<file path="src/rtl/rv32i_pkg.sv">
// rtl/rv32i_pkg.sv - shared funct3 codes, LSU state type and defaults
package rv32i_pkg;

   localparam logic [2:0] F3_B  = 3'b000;
   localparam logic [2:0] F3_H  = 3'b001;
   localparam logic [2:0] F3_W  = 3'b010;
   localparam logic [2:0] F3_BU = 3'b100;
   localparam logic [2:0] F3_HU = 3'b101;

   localparam logic [31:0] ERR_RDATA_DEF = 32'h0000_0000;

   typedef enum logic [1:0] {
      IDLE = 2'd0,
      BUS  = 2'd1,
      RESP = 2'd2
   } lsu_state_t;

endpackage

</file>
<file path="src/rtl/rv32i_lsu_align.sv">
// rtl/rv32i_lsu_align.sv - byte enables, store lane replication, load extension
// and legality checks for one RV32I load/store access.
module rv32i_lsu_align
   import rv32i_pkg::*;
(
   input  logic        we,
   input  logic [2:0]  funct3,
   input  logic [1:0]  addr_lo,
   input  logic [31:0] wdata,
   input  logic [31:0] rdata,
   output logic [3:0]  be,
   output logic [31:0] wdata_al,
   output logic [31:0] rdata_ext,
   output logic        misaligned,
   output logic        illegal
);

   logic [7:0]  rbyte;
   logic [15:0] rhalf;

   // funct3[1:0] encodes the access size for both legal and illegal codes
   always_comb begin
      be         = 4'hF;
      wdata_al   = wdata;
      misaligned = 1'b0;
      case (funct3[1:0])
         2'b00: begin
            be       = 4'b0001 << addr_lo;
            wdata_al = {4{wdata[7:0]}};
         end
         2'b01: begin
            be         = 4'b0011 << addr_lo;
            wdata_al   = {2{wdata[15:0]}};
            misaligned = addr_lo[0];
         end
         default: misaligned = (addr_lo != 2'b00);
      endcase
   end

   always_comb begin
      if (we)
         illegal = !(funct3 inside {F3_B, F3_H, F3_W});
      else
         illegal = !(funct3 inside {F3_B, F3_H, F3_W, F3_BU, F3_HU});
   end

   always_comb begin
      rbyte = rdata[{addr_lo, 3'b000} +: 8];
      rhalf = addr_lo[1] ? rdata[31:16] : rdata[15:0];
      case (funct3)
         F3_B:    rdata_ext = {{24{rbyte[7]}}, rbyte};
         F3_BU:   rdata_ext = {24'h0, rbyte};
         F3_H:    rdata_ext = {{16{rhalf[15]}}, rhalf};
         F3_HU:   rdata_ext = {16'h0, rhalf};
         default: rdata_ext = rdata;
      endcase
   end

endmodule

</file>
<file path="src/rtl/rv32i_lsu.sv">
// rtl/rv32i_lsu.sv - RV32I load/store unit: ready/valid bus master with
// wait states, timeout, bus error and misalignment handling.
module rv32i_lsu
   import rv32i_pkg::*;
#(
   parameter int          ADDR_W      = 32,
   parameter int          TIMEOUT_CYC = 16,
   parameter logic [31:0] ERR_RDATA   = ERR_RDATA_DEF
)
(
   input  logic              clk,
   input  logic              reset,
   input  logic              req_valid,
   input  logic              req_we,
   input  logic [2:0]        req_funct3,
   input  logic [ADDR_W-1:0] req_addr,
   input  logic [31:0]       req_wdata,
   output logic              req_ready,
   output logic              stall,
   output logic              rsp_valid,
   output logic [31:0]       rsp_rdata,
   output logic              rsp_err,
   output logic              bus_valid,
   output logic              bus_we,
   output logic [ADDR_W-1:0] bus_addr,
   output logic [3:0]        bus_be,
   output logic [31:0]       bus_wdata,
   input  logic              bus_ready,
   input  logic [31:0]       bus_rdata,
   input  logic              bus_err
);

   localparam int TW   = (TIMEOUT_CYC > 1) ? $clog2(TIMEOUT_CYC) : 1;
   localparam int TLIM = (TIMEOUT_CYC > 0) ? TIMEOUT_CYC - 1 : 0;
   localparam logic [TW-1:0] TLIM_V = TW'(TLIM);

   lsu_state_t  state;
   logic [2:0]  f3_q;
   logic [1:0]  addr_lo_q;
   logic        we_q;
   logic [TW-1:0] tcnt;

   logic        a_we;
   logic [2:0]  a_f3;
   logic [1:0]  a_lo;
   logic [3:0]  al_be;
   logic [31:0] al_wdata;
   logic [31:0] al_rdata;
   logic        al_misaligned;
   logic        al_illegal;
   logic        timeout_hit;

   // Request fields steer the aligner while idle; captured fields afterwards
   assign a_we = (state == IDLE) ? req_we         : we_q;
   assign a_f3 = (state == IDLE) ? req_funct3     : f3_q;
   assign a_lo = (state == IDLE) ? req_addr[1:0]  : addr_lo_q;

   rv32i_lsu_align u_align (
      .we         (a_we),
      .funct3     (a_f3),
      .addr_lo    (a_lo),
      .wdata      (req_wdata),
      .rdata      (bus_rdata),
      .be         (al_be),
      .wdata_al   (al_wdata),
      .rdata_ext  (al_rdata),
      .misaligned (al_misaligned),
      .illegal    (al_illegal)
   );

   assign req_ready   = (state == IDLE);
   assign stall       = ((state == IDLE) && req_valid) || (state == BUS);
   assign timeout_hit = (TIMEOUT_CYC != 0) && (tcnt == TLIM_V);

   always_ff @(posedge clk or negedge reset) begin
      if (!reset) begin
         state     <= IDLE;
         f3_q      <= 3'b000;
         addr_lo_q <= 2'b00;
         we_q      <= 1'b0;
         tcnt      <= '0;
         bus_valid <= 1'b0;
         bus_we    <= 1'b0;
         bus_addr  <= '0;
         bus_be    <= 4'h0;
         bus_wdata <= 32'h0;
         rsp_valid <= 1'b0;
         rsp_rdata <= 32'h0;
         rsp_err   <= 1'b0;
      end else begin
         case (state)
            IDLE: begin
               if (req_valid) begin
                  f3_q      <= req_funct3;
                  addr_lo_q <= req_addr[1:0];
                  we_q      <= req_we;
                  tcnt      <= '0;
                  bus_we    <= req_we;
                  bus_addr  <= {req_addr[ADDR_W-1:2], 2'b00};
                  bus_be    <= al_be;
                  bus_wdata <= req_we ? al_wdata : 32'h0;
                  if (al_misaligned || al_illegal) begin
                     state     <= RESP;
                     rsp_valid <= 1'b1;
                     rsp_err   <= 1'b1;
                     rsp_rdata <= ERR_RDATA;
                  end else begin
                     state     <= BUS;
                     bus_valid <= 1'b1;
                  end
               end
            end
            BUS: begin
               // a completion on the timeout cycle still counts as success
               if (bus_ready) begin
                  state     <= RESP;
                  bus_valid <= 1'b0;
                  tcnt      <= '0;
                  rsp_valid <= 1'b1;
                  rsp_err   <= bus_err;
                  rsp_rdata <= bus_err ? ERR_RDATA : (we_q ? 32'h0 : al_rdata);
               end else if (timeout_hit) begin
                  state     <= RESP;
                  bus_valid <= 1'b0;
                  tcnt      <= '0;
                  rsp_valid <= 1'b1;
                  rsp_err   <= 1'b1;
                  rsp_rdata <= ERR_RDATA;
               end else begin
                  tcnt <= tcnt + 1'b1;
               end
            end
            RESP: begin
               state     <= IDLE;
               rsp_valid <= 1'b0;
            end
            default: state <= IDLE;
         endcase
      end
   end

endmodule

</file>
<file path="config.mk">
export PLATFORM = sky130hd
export DESIGN_NAME = rv32i_lsu
export DESIGN_NICKNAME = d
export VERILOG_FILES = /design/src/rtl/rv32i_pkg.sv /design/src/rtl/rv32i_lsu_align.sv /design/src/rtl/rv32i_lsu.sv
export SDC_FILE = /design/constraint.sdc
export NUM_CORES = 1
export LEC_CHECK = 0
export CAP_MARGIN = 20
export CORE_ASPECT_RATIO = 0.75
export CORE_UTILIZATION = 39
export CTS_CLUSTER_SIZE = 10
export DETAILED_ROUTE_END_ITERATION = 8
export DONT_BUFFER_PORTS = 1
export PLACE_DENSITY = 0.49
export SLEW_MARGIN = 20
export SYNTH_ARGS = -nofsm -noshare
export SYNTH_HDL_FRONTEND = slang
export SYNTH_SLANG_ARGS = --single-unit
export TNS_END_PERCENT = 1
</file>
<file path="constraint.sdc">
create_clock -name clk -period 3.4 [get_ports clk]
set_clock_uncertainty 0.05 [all_clocks]
set_input_delay 1.02 -clock clk [delete_from_list [all_inputs] [get_ports clk]]
set_output_delay 1.02 -clock clk [all_outputs]
set_load 0.01 [all_outputs]
</file>
Word-level counts from Yosys, hierarchy flattened. Index checks and enable logic that the tools add are counted.

Reductions and logical operators: 19. Multiply operators: 0. Shift-type cells: 3. Bitwise gates (word level): 0. Order comparisons: 0. Equality and inequality tests: 12. Div/mod/pow operators: 0. Muxes and demuxes: 38. Add/sub/neg operators: 1.

Operators by type and width (count): $mux W32 (7); $pmux W32 S2 (2); $pmux W32 S4 (1); $shiftx A32 B6 Y8 (1); $mux W16 (1); $pmux W4 S2 (2); $mux W4 (3); $reduce_and A4 Y1 (3); $mux W1 (11); $mux W2 (5); $eq A3 B3 Y1 const B (2); $pmux W1 S2 (3); $reduce_and A2 Y1 (3); $reduce_bool A3 Y1 (2); $reduce_bool A5 Y1 (1); $add A4 B1 Y4 const B (1); $eq A2 B1 Y1 const B (2); $eq A4 B4 Y1 const B (1); $logic_not A2 Y1 (2); $ne A2 B2 Y1 const B (2); $pmux W2 S2 (1); $reduce_bool A2 Y1 (2); $shl A1 B2 Y4 const A (1); $shl A2 B2 Y4 const A (1); other kinds (11) (13).

Memory bits (writable): 0. Memories kept: 0. Input port bits: 105. Bits in registers: 113. Bits in read-only memories: 0. Latch bits: 0. Output and inout bits: 106.

Longest topological paths before layout.
Depth in word-level cells: 10. Gate-level depth with buffers: 10.

Modules after synthesis. A second synthesis with hierarchy kept.

Cells, all modules: 558. Area total of the unflattened synthesis: 5829.3 µm².

Modules (own cells, without submodules): rv32i_lsu (cells an instance 352, instances 1, sequential area each 2827.7 µm², area an instance 4605.7 µm²); rv32i_lsu_align (cells an instance 206, instances 1, sequential area each 0.0 µm², area an instance 1223.7 µm²).

Worst setup path after synthesis. No wires, ideal clock.

Kind: input -> register. Start: in req_funct3[0]. End: reg rsp_err. Cell stages on the path: 9. Arrival: 2.777 ns. Slack: 0.454 ns. Buffers on the path: 3. Data required time: 3.231 ns. Cell sequence: buf_1 and4bb_2 a2111o_1 a2111oi_4 or2_1 buf_6 buf_8 inv_2 o21a_1.

Longest elaborated chain between the ends: 8. Elaborated cells between the ends (all ways): 17. Those cells by class: 6 x eq/ne; 3 x mux; 8 x reduce/logical.

RTL lines: start: declaration (line rv32i_lsu.sv:15) `input logic [2:0] req_funct3,`; $mux W3 (*) (line rv32i_lsu.sv:55) `assign a_f3 = (state == IDLE) ? req_funct3 : f3_q;`; $eq A3 B1 Y1 (tied with other cells) (line rv32i_lsu_align.sv:42, rv32i_lsu_align.sv:44); $reduce_bool A5 Y1 or $reduce_bool A3 Y1 (tied branches) (line rv32i_lsu_align.sv:44, rv32i_lsu_align.sv:42); $logic_not A1 Y1 (on tied branches) (line rv32i_lsu_align.sv:44, rv32i_lsu_align.sv:42); $mux W1 (line rv32i_lsu_align.sv:41) `if (we)`; $logic_or A1 B1 Y1 (*) (line rv32i_lsu.sv:102) `if (al_misaligned || al_illegal) begin`; $ne A2 B1 Y1 (no line) (*); $reduce_and A4 Y1 (no line) (*); end signal: assignment (line rv32i_lsu.sv:120) `rsp_err <= bus_err;`; end: declaration (line rv32i_lsu.sv:22) `output logic rsp_err,`.

Mark *: on every way between the ends. The rest lies on a longest branch, timed or not. A chain may end at the register's enable or synchronous reset.

Worst setup path after layout.
Start: reg state[1]. End: reg bus_wdata[28].

Longest elaborated chain between the ends: 5. Elaborated cells between the ends (all ways): 7. Those cells by class: 1 x eq/ne; 3 x mux; 3 x reduce/logical.

RTL lines: start: declaration (line rv32i_lsu.sv:37) `lsu_state_t state;`; start signal: assignment (line rv32i_lsu.sv:77) `state <= IDLE;`; start signal: assignment (line rv32i_lsu.sv:103) `state <= RESP;`; start signal: assignment (line rv32i_lsu.sv:108) `state <= BUS;`; $logic_not A2 Y1 (*); named net req_ready (line rv32i_lsu.sv:18) `output logic req_ready,`; $mux W3 (line rv32i_lsu.sv:55); $eq A2 B1 Y1 or $logic_not A2 Y1 (tied branches) (line rv32i_lsu_align.sv:26) `case (funct3[1:0])`; $pmux W32 S2 (line rv32i_lsu_align.sv:26); $mux W32 (line rv32i_lsu.sv:101) `bus_wdata <= req_we ? al_wdata : 32'h0;`; end signal: assignment (line rv32i_lsu.sv:101); end: declaration (line rv32i_lsu.sv:27) `output logic [31:0] bus_wdata,`.

Mark *: on every way through the listed nets, which the timed path passes. The rest lies on a longest branch.

==> run summary <==
The tools report the number of DRC violations after detailed routing as 16. The first global-routing pass estimated 23800 um of wire. Combined global-route utilization of all metal layers: 0.217.

Among all stages on the critical path, the largest delay is contributed by sky130_fd_sc_hd__mux2i_2. The synthesized netlist occupies a cell area of 5460 um^2. The number of max-slew violations in the final report was 0. The net count of the finished layout is 644.

The proportion of synthesized flip-flops having asynchronous set or reset was 1.00; the slew of the pin with the lowest slew margin was 838 ps. Port buffering added 0 buffers. The final period utilization is 0.792, and the number of distinct library cells after synthesis is 54. Across the VDD grid, the largest voltage drop is 0.000517 V.

The run gives 251 as the iteration-0 DRC count of the detailed router. For this block, the via count after detailed routing is 4138. The tools report the initial core utilization as 0.398.

The quantity of hold-fixing buffers added after cts is 0. The run finished, with violations left. The HPWL after detailed placement is 10800 um.

STA classifies the critical path endpoint as a flop. The library cell used most frequently in the layout, excluding fill and tap cells, is sky130_fd_sc_hd__dfrtp_1. The fraction of layout instances using a drive strength above 1 was 0.194; the ratio of routed vias to standard cells was 5.70. The total setup violations reported at the end of the flow is 0, and the final sum of negative setup slack is 0 ps.

On the worst path, the slowest cell contributes a delay of 770 ps. After detailed placement, the design holds a cell count of 694. Walking the worst path, the cells encountered are or2_1, inv_2, mux2i_2, mux2_2, o21ai_0, o21ai_0. The logs give 15200 um for the final wirelength and 726 for the number of non-filler instances in the completed layout.

After clock tree synthesis, the repair step resized 0 gates. After synthesis, the cell types taking the most area are sky130_fd_sc_hd__dfrtp_1 (52%), sky130_fd_sc_hd__mux2_2 (9.3%), sky130_fd_sc_hd__o21ai_0 (7.3%), sky130_fd_sc_hd__nand2_1 (6.4%), sky130_fd_sc_hd__o211ai_1 (2.3%). The number of clock sinks was 113.

The floorplan step defined a die boundary enclosing 14500 um^2. After clock tree synthesis, the clock-pin slew on the worst setup and hold paths is 50 ps. Setup repair after global routing left no endpoint under its margin. The tools report the total leakage power as 2.73 nW.

The logs give 3630 ps for the worst endpoint required time and 9 for the first-pass iteration count of the detailed router. After layout, the minimum clock period comes to 2690 ps. Based on the critical path, the design can be clocked at up to 0.372 GHz. The final reports fail on DRC. The tools report the number of nets with antenna violations after routing as 0.

The number of enable flip-flop cells after synthesis was 0; the number of placed I/O pins was 211. The width of the die is 139 um. The cell sitting at the root of the clock tree is a sky130_fd_sc_hd__clkbuf_16. Compared with the post-synthesis result, the final layout area differs by 14.1%.

The number of cells on the worst reg-to-reg path is 6. The die span in y was 104 um; the final count of hold timing violations was 0. The tools report the proportion of synthesized chip area in sequential cells as 0.518. The via count of the first global-routing pass was 4148. The number of setup buffers added after CTS is 0. The number of storage elements in the synthesis netlist was 113. The library cells used most frequently in the layout, excluding fill and tap cells, are sky130_fd_sc_hd__dfrtp_1 (113), sky130_fd_sc_hd__nand2_1 (92), sky130_fd_sc_hd__o21ai_0 (80), sky130_fd_sc_hd__mux2_2 (45), sky130_fd_sc_hd__nor2_1 (29). The core region is 13700 um^2. Across the run, the number of max-cap violations was 0. Synthesis handed over a netlist of 541 instances. The tools report the number of antenna violations at the first check in global routing as 0.

For the worst setup path, the data arrival time is 2930 ps. The critical path is of the reg2reg type. Summed over all layers, the global routing overflow is 0.

The clock insertion delay at the later pin of the skew report was 410 ps; the routed length per instance was 21.0 um. The synthesized design spends more area on one cell type than any other, namely sky130_fd_sc_hd__dfrtp_1. In this run the mean area of a mapped cell was 10.1 um^2.

The clock tree synthesis step divided the H-tree into 4 levels. The tools report the kind of start point of the critical path as a flop. The number of antenna repair diodes was 0.

TritonCTS built the clock tree. The predominant post-synthesis flop cell was sky130_fd_sc_hd__dfrtp_1. At the end of routability-driven placement, the weighted congestion stood at 0.807.

The min-delay analysis places its worst path in the category in2async. The floorplan has 37 rows. The maximum net fanout on the critical path was 13; the buffer depth of the longest clock path was 2. Entering global routing, the biggest net connects 114 pins.

The areal power density over the cells came out at 1020 nW/um^2. The count of warnings emitted by yosys was 0; the top cell type's share of synthesized area was 0.518. Clock tree synthesis inserted a total of 17 buffers. The worst slew slack as a fraction of its limit is 0.430.

The cell type with the highest occurrence count on the critical path was sky130_fd_sc_hd__o21ai_0.
[final timing paths]
kind | start | slack, ps | end
worst max-delay path | state[1]$_DFFE_PN0P_ | 710 | bus_wdata[28]$_DFFE_PN0P_
worst min-delay path | reset | 260 | bus_valid$_DFFE_PN0P_
worst max register to register | state[1]$_DFFE_PN0P_ | 710 | bus_wdata[28]$_DFFE_PN0P_
worst min register to register | tcnt[3]$_DFFE_PN0P_ | 460 | tcnt[3]$_DFFE_PN0P_
max in group asynchronous | reset | 2850 | rsp_rdata[7]$_DFFE_PN0P_
min in group clk | tcnt[3]$_DFFE_PN0P_ | 460 | tcnt[3]$_DFFE_PN0P_
[cells by family after synthesis]
kind of cell | count (synthesis) | share of synthesized area
muxes | 56 | 0.114
buffers and inverters | 42 | 0.0362
and+or+nand+nor | 170 | 0.142
adders and majority gates | 1 | 0.00229
AOI/OAI and AO/OA | 158 | 0.186
DFF | 113 | 0.518
other | 1 | 0.000687
[Yosys cell counts, types with 2 or more instances]
cell type / instances
sky130_fd_sc_hd__a32o_1: 7
sky130_fd_sc_hd__nand3_1: 14
sky130_fd_sc_hd__o21ai_0: 80
sky130_fd_sc_hd__mux2i_1: 10
sky130_fd_sc_hd__nor3b_1: 3
sky130_fd_sc_hd__a211oi_2: 2
sky130_fd_sc_hd__and3_1: 3
sky130_fd_sc_hd__mux2_2: 45
sky130_fd_sc_hd__nand2_1: 93
sky130_fd_sc_hd__inv_1: 3
sky130_fd_sc_hd__or3_1: 6
sky130_fd_sc_hd__nand4bb_1: 2
sky130_fd_sc_hd__dfrtp_1: 113
sky130_fd_sc_hd__o21a_1: 9
sky130_fd_sc_hd__nor2_1: 29
sky130_fd_sc_hd__or2_1: 2
sky130_fd_sc_hd__o211ai_1: 17
sky130_fd_sc_hd__buf_1: 2
sky130_fd_sc_hd__nand2b_1: 2
sky130_fd_sc_hd__a211oi_1: 3
sky130_fd_sc_hd__or3b_2: 3
sky130_fd_sc_hd__a31oi_1: 3
sky130_fd_sc_hd__a21oi_1: 14
sky130_fd_sc_hd__o21ai_1: 2
sky130_fd_sc_hd__nor4_1: 4
sky130_fd_sc_hd__or2_2: 2
sky130_fd_sc_hd__inv_2: 2
sky130_fd_sc_hd__a21o_1: 2
sky130_fd_sc_hd__buf_4: 2
sky130_fd_sc_hd__buf_2: 5
sky130_fd_sc_hd__clkbuf_1: 25
sky130_fd_sc_hd__buf_6: 2
sky130_fd_sc_hd__a211o_1: 8
sky130_fd_sc_hd__nor4b_1: 2
[metrics by stage]
stage / instance area (um^2) / hold slack, ps / worst slack (ps) / util / power [mW]
floorplan: 5460 / 423 / 454 / - / 3.96
global placement: 5620 / 462 / 548 / 0.410 / 4.47
global route: 6220 / 226 / 517 / 0.454 / 6.72
finish: 6220 / 257 / 709 / 0.454 / 6.32
detailed placement: 5620 / 459 / 550 / 0.410 / 4.52
CTS: 6220 / 235 / 709 / 0.454 / 6.37
[area by class of cell]
type                            count  area, um^2
Fill cell                        1322        7480
Sequential cell                   113        2830
Multi-Input combinational cell    387        2440
Clock buffer                       20         447
Tap cell                          175         219
Clock inverter                     12         156
Timing Repair Buffer               14         118
Inverter                            5        18.8
[where the power goes]
group | total [mW] | internal (mW) | switching, mW
clock network | 1.82 | 1.17 | 0.648
logic | 1.99 | 0.821 | 1.17
registers | 2.50 | 1.86 | 0.645
[critical path: cells and delay by family (launching register included)]
| kind | cells | cell delay [ps] |
|---|---|---|
| muxes | 2 | 1180 |
| DFF | 1 | 370 |
| and+or+nand+nor | 1 | 340 |
| AOI/OAI and AO/OA | 2 | 330 |
| buffers and inverters | 1 | 290 |
[state kept, by name (all words and copies together), names as in the netlist]
name	flops
we_q	1
rsp_valid	1
bus_be	4
rsp_err	1
addr_lo_q	2
state	2
tcnt	4
bus_addr	30
bus_wdata	32
bus_valid	1
f3_q	3
rsp_rdata	32
[metal layers]
metal / up-vias / global-route usage / share of wire
li1: 1931 / - / -
met1: 2003 / 0.284 / 0.43
met3: 14 / 0.101 / 0.11
met5: - / 0 / 0
met4: 0 / 0.0738 / 0.012
met2: 190 / 0.312 / 0.45
No activity file was read; power rests on OpenSTA's default activity.
